--- src/rtl/bird_physics.sv ---
// bird_physics: vertical-motion engine for the player sprite.
// Fixed-point position/velocity integrated once per frame tick, with gravity,
// flap impulses, a silent ceiling clamp and a sticky ground-hit flag.
module bird_physics #(
   parameter int TICK_DIV  = 500000,
   parameter int ROWS      = 16,
   parameter int FRAC      = 4,
   parameter int START_ROW = 8,
   parameter int GRAVITY   = 3,
   parameter int FLAP_VEL  = 20,
   parameter int VMAX      = 32
) (
   input  logic                    clk,
   input  logic                    reset,
   input  logic                    flap,
   input  logic                    game_enable,
   input  logic                    game_reset,
   output logic [$clog2(ROWS)-1:0] bird_row,
   output logic                    tick,
   output logic                    ground_hit
);

   localparam int ROW_W = $clog2(ROWS);
   localparam int Y_W   = ROW_W + FRAC;
   localparam int V_W   = Y_W + 2;
   localparam int CNT_W = (TICK_DIV > 1) ? $clog2(TICK_DIV) : 1;

   localparam logic [Y_W-1:0]        START_POS = Y_W'(START_ROW << FRAC);
   localparam logic signed [V_W-1:0] MAX_POS_V = V_W'((1 << Y_W) - 1);
   localparam logic signed [V_W-1:0] GRAV_V    = V_W'(GRAVITY);
   localparam logic signed [V_W-1:0] FLAP_V    = V_W'(FLAP_VEL);
   localparam logic signed [V_W-1:0] VMIN_V    = V_W'(-VMAX);
   localparam logic signed [V_W-1:0] ZERO_V    = '0;
   localparam logic [CNT_W-1:0]      CNT_LAST  = CNT_W'(TICK_DIV - 1);

   logic [Y_W-1:0]        pos_q, pos_d;
   logic signed [V_W-1:0] vel_q, vel_d;
   logic [CNT_W-1:0]      tick_cnt_q, tick_cnt_d;
   logic                  flap_prev_q, flap_prev_d;
   logic                  flap_pending_q, flap_pending_d;
   logic                  ground_hit_q, ground_hit_d;

   logic                  flap_edge;
   logic                  pending_now;
   logic signed [V_W-1:0] vel_grav;
   logic signed [V_W-1:0] vel_n;
   logic signed [V_W-1:0] p;

   assign tick       = (tick_cnt_q == CNT_LAST);
   assign bird_row   = pos_q[Y_W-1:FRAC];
   assign ground_hit = ground_hit_q;

   // Next-state: free-running tick counter, flap edge capture, per-tick integration.
   always_comb begin
      tick_cnt_d     = tick ? '0 : tick_cnt_q + CNT_W'(1);
      flap_prev_d    = flap;
      flap_pending_d = flap_pending_q;
      pos_d          = pos_q;
      vel_d          = vel_q;
      ground_hit_d   = ground_hit_q;

      flap_edge   = flap & ~flap_prev_q;
      // An edge arriving in the tick cycle itself still counts for that tick.
      pending_now = flap_pending_q | (flap_edge & game_enable);

      vel_grav = vel_q - GRAV_V;
      if (vel_grav < VMIN_V) begin
         vel_grav = VMIN_V;
      end
      vel_n = pending_now ? FLAP_V : vel_grav;
      p     = $signed({2'b00, pos_q}) + vel_n;

      // Pending flaps are consumed by any tick and dropped while the game is paused.
      if (!game_enable || tick) begin
         flap_pending_d = 1'b0;
      end else if (flap_edge) begin
         flap_pending_d = 1'b1;
      end

      if (tick && game_enable && !ground_hit_q) begin
         if (p > MAX_POS_V) begin
            pos_d = '1;
            vel_d = '0;
         end else if ((p <= ZERO_V) && (vel_n < ZERO_V)) begin
            pos_d        = '0;
            vel_d        = '0;
            ground_hit_d = 1'b1;
         end else begin
            pos_d = p[Y_W-1:0];
            vel_d = vel_n;
         end
      end

      // Reinitialise everything except the frame counter.
      if (game_reset) begin
         pos_d          = START_POS;
         vel_d          = '0;
         flap_prev_d    = 1'b0;
         flap_pending_d = 1'b0;
         ground_hit_d   = 1'b0;
      end
   end

   // State registers with asynchronous active-high reset.
   always_ff @(posedge clk or posedge reset) begin
      if (reset) begin
         pos_q          <= START_POS;
         vel_q          <= '0;
         tick_cnt_q     <= '0;
         flap_prev_q    <= 1'b0;
         flap_pending_q <= 1'b0;
         ground_hit_q   <= 1'b0;
      end else begin
         pos_q          <= pos_d;
         vel_q          <= vel_d;
         tick_cnt_q     <= tick_cnt_d;
         flap_prev_q    <= flap_prev_d;
         flap_pending_q <= flap_pending_d;
         ground_hit_q   <= ground_hit_d;
      end
   end

endmodule

--- config.mk ---
export PLATFORM = sky130hd
export DESIGN_NAME = bird_physics
export DESIGN_NICKNAME = d
export VERILOG_FILES = /design/src/rtl/bird_physics.sv
export SDC_FILE = /design/constraint.sdc
export NUM_CORES = 1
export LEC_CHECK = 0
export CORE_MARGIN = 1
export CORE_UTILIZATION = 40
export CTS_CLUSTER_SIZE = 24
export DETAILED_ROUTE_END_ITERATION = 10
export DONT_BUFFER_PORTS = 1
export REMOVE_ABC_BUFFERS = 1
export SLEW_MARGIN = 20
export SYNTH_ARGS = -nofsm -noshare
export SYNTH_HDL_FRONTEND = slang
export SYNTH_SLANG_ARGS = --single-unit
export TNS_END_PERCENT = 20
--- constraint.sdc ---
create_clock -name clk -period 6.5 [get_ports clk]
set_clock_uncertainty 0.2 [all_clocks]
set_input_delay 0.325 -clock clk [delete_from_list [all_inputs] [get_ports clk]]
set_output_delay 0.325 -clock clk [all_outputs]
set_load 0.02 [all_outputs]
==> impl_metrics.env <==
export IMPL_fin_tns_setup_ps=0
export IMPL_synth_main_ff_cell="dfrtp_1"
export IMPL_hpwl_um=4010
export IMPL_route_detailed_drc=2
export IMPL_ant_nets=0
export IMPL_die_area_um2=7067
export IMPL_rsz0062_at_grt="false"
export IMPL_r2r_start="vel_q[5]$_DFFE_PP0P_"
export IMPL_synth_edf_count=0
export IMPL_cts_sinks=40
export IMPL_async_flop_share_pct=100.0
export IMPL_nets=289
export IMPL_violations="DRC"
export IMPL_cts_root_buffer="clkbuf_8"
export IMPL_first_pass_iters=8
export IMPL_fmax_mhz=189.5
export IMPL_tightestPinTransition_ps=930.9
export IMPL_viasPerCell=5.731
export IMPL_fp_coreArea_um2=6422
export IMPL_drive_above_1_share_pct=11.72
export IMPL_vdd_drop_max_mv=0.1352
export IMPL_avgRoutedWirePerCell_um=15.87
export IMPL_synth_area_leaders="dfrtp_1 36%, ha_1 5.1%, xnor2_1 4.2%"
export IMPL_num_vias=2006
export IMPL_insertion_delay_ps=290
export IMPL_instances_no_fill=350
export IMPL_synth_most_common_cell="dfrtp_1"
export IMPL_synth_top_cell_area_share_pct=36.23
export IMPL_power_density_nw_per_um2=182.6
export IMPL_r2r_slack_ps=1220
export IMPL_pin_count=11
export IMPL_grt_overflow=0
export IMPL_grt_pass1_vias=1939
export IMPL_hold_violations=0
export IMPL_setup_viol=0
export IMPL_synth_common_cells="39 x dfrtp_1, 27 x nor2_1, 15 x nand2_1"
export IMPL_fin_util_pct=43.95
export IMPL_grt_use_total_pct=17.30
export IMPL_first_iter_violations=156
export IMPL_slew_violations=0
export IMPL_post_cts_buffers=0
export IMPL_ys_types=67
export IMPL_place_gp_congestion=0.8282
export IMPL_hp_start="game_reset"
export IMPL_diodes=0
export IMPL_cts_tree="yes"
export IMPL_syn_inst=275
export IMPL_fin_crit_sh_pct=81.19
export IMPL_startpoint_type="register"
export IMPL_leakage_nw=1.262
export IMPL_synthesis_area_um2=2694
export IMPL_regArea_um2=1002
export IMPL_worst_hold_path_type="input pin to register"
export IMPL_status="finished, violations left"
export IMPL_die_x_um=84.07
export IMPL_wirelength_um=5555
export IMPL_required_ps=6530
export IMPL_post_cts_resize_count=0
export IMPL_yosysTopAreaCell="dfrtp_1"
export IMPL_grt_pass1_wl_um=9639
export IMPL_cts_max_level=2
export IMPL_grt_max_degree=41
export IMPL_period_minus_slack_ps=5278
export IMPL_antenna_found_initial=0
export IMPL_clk_path_buf_depth=2
export IMPL_slew_headroom_pct=37.74
export IMPL_portBuffers=0
export IMPL_whs_path_depth=2
export IMPL_fillCellCount=609
export IMPL_whs_endpoint="pos_q[7]$_DFFE_PP1P_"
export IMPL_clkTransAtPathRegs_ps=90
export IMPL_initial_core_util_pct=41.94
export IMPL_r2r_end="vel_q[3]$_DFFE_PP0P_"
export IMPL_hold_buffers=4
export IMPL_cap_violations=0
export IMPL_ys_ff_latch=40
export IMPL_worstSetupEndpointType="register"
export IMPL_ys_seq_area_share_pct=37.20
export IMPL_areaGrowthSynthToFinish_pct=4.784
export IMPL_r2r_cells=16
export IMPL_multi_input_area_um2=1520
export IMPL_placed_cells=338
export IMPL_avgSynthCellArea_um2=9.796
export IMPL_worstPathArrival_ps=5310
export IMPL_critPathKind="register to register"
export IMPL_cts_buffers=5
export IMPL_chipHeight_um=84.07
export IMPL_synth_warnings=0
export IMPL_cp_max_fo=13
export IMPL_num_rows=29
## area by class of cell
cell class,count,area share (%)
Clock buffer,5,2.438
Clock inverter,3,1.640
Inverter,11,1.463
Multi-Input combinational cell,209,53.86
Sequential cell,40,35.51
Tap cell,77,3.413
Timing Repair Buffer,5,1.684
## placed cells by master, fill, tap and decap left out, drive strengths merged, types with 5 or more instances in the layout
| master | n |
|---|---|
| a21oi | 15 |
| a32o | 6 |
| and2 | 5 |
| and3 | 5 |
| clkbuf | 5 |
| dfrtp | 39 |
| ha | 11 |
| inv | 11 |
| nand2 | 16 |
| nand2b | 5 |
| nand3 | 13 |
| nor2 | 28 |
| nor3 | 6 |
| o21ai | 7 |
| xnor2 | 13 |
| xor2 | 13 |
## cell families after synthesis
logic type,share of synthesized area (%)
xor gates and xnor gates,8.453
AOI/OAI and AO/OA,19.23
and+or+nand+nor,22.90
adders and majority gates,5.852
buffers and inverters,6.363
DFF,37.20
## where the power goes
part           internal (W)  leakage [nW]  switching [W]
Clock              0.000116        0.0548      0.0000962
Combinational     0.0000182         0.668      0.0000358
Sequential         0.000249         0.540    0.000000255
Total              0.000383          1.26       0.000132
## sequential cells by signal, summed over array words and instances, names as in the netlist
signal,count
flap_pending_q,1
flap_prev_q,1
ground_hit,1
pos_q,8
tick_cnt_q,19
vel_q,10
## through the flow
stage	area [um2]	power (W)	setup slack (ps)	hold WS (ps)
2_1_floorplan	2564	0.0002941	1900	188.1
3_3_place_gp	2668	0.0003061	1389	173.1
3_5_place_dp	2668	0.0003059	1282	176.3
4_1_cts	2823	0.0005216	1250	54.87
5_1_grt	2823	0.0005390	858.3	74.32
6_report	2823	0.0005155	1222	64.70
## layer usage
layer	routed length, um	vias to the layer above	global-route usage, %	part of all wire [%]
met5	0	-	0	0
met1	2946	982	25.08	53
met4	43	0	5.486	0.77
met3	179	2	3.363	3.2
met2	2386	27	25.86	43
li1	-	995	-	-
## how the worst max path moves through the flow
stage | slack [ps] | cells past startpoint | end | from
2_1_floorplan | 1900 | 16 | vel_q[2]$_DFFE_PP0P_ | vel_q[5]$_DFFE_PP0P_
3_3_place_gp | 1390 | 16 | vel_q[4]$_DFFE_PP0P_ | vel_q[5]$_DFFE_PP0P_
3_5_place_dp | 1280 | 16 | vel_q[3]$_DFFE_PP0P_ | vel_q[5]$_DFFE_PP0P_
4_1_cts | 1250 | 16 | vel_q[6]$_DFFE_PP0P_ | vel_q[5]$_DFFE_PP0P_
5_1_grt | 860 | 16 | vel_q[3]$_DFFE_PP0P_ | vel_q[5]$_DFFE_PP0P_
6_report | 1220 | 16 | vel_q[3]$_DFFE_PP0P_ | vel_q[5]$_DFFE_PP0P_
## worst max-delay path: stages, from the launching register on
cell	delay, ps
dfrtp_1	430
nor4_1	450
and2_1	240
nand2_1	90
o32a_1	300
ha_1	380
nor3_1	280
ha_1	240
inv_1	60
fa_1	390
nand2b_1	200
a2111o_1	410
o311ai_1	160
a21oi_2	70
and4b_4	240
a2111oi_4	800
a32o_1	270
(Power assumes the default switching activity.)
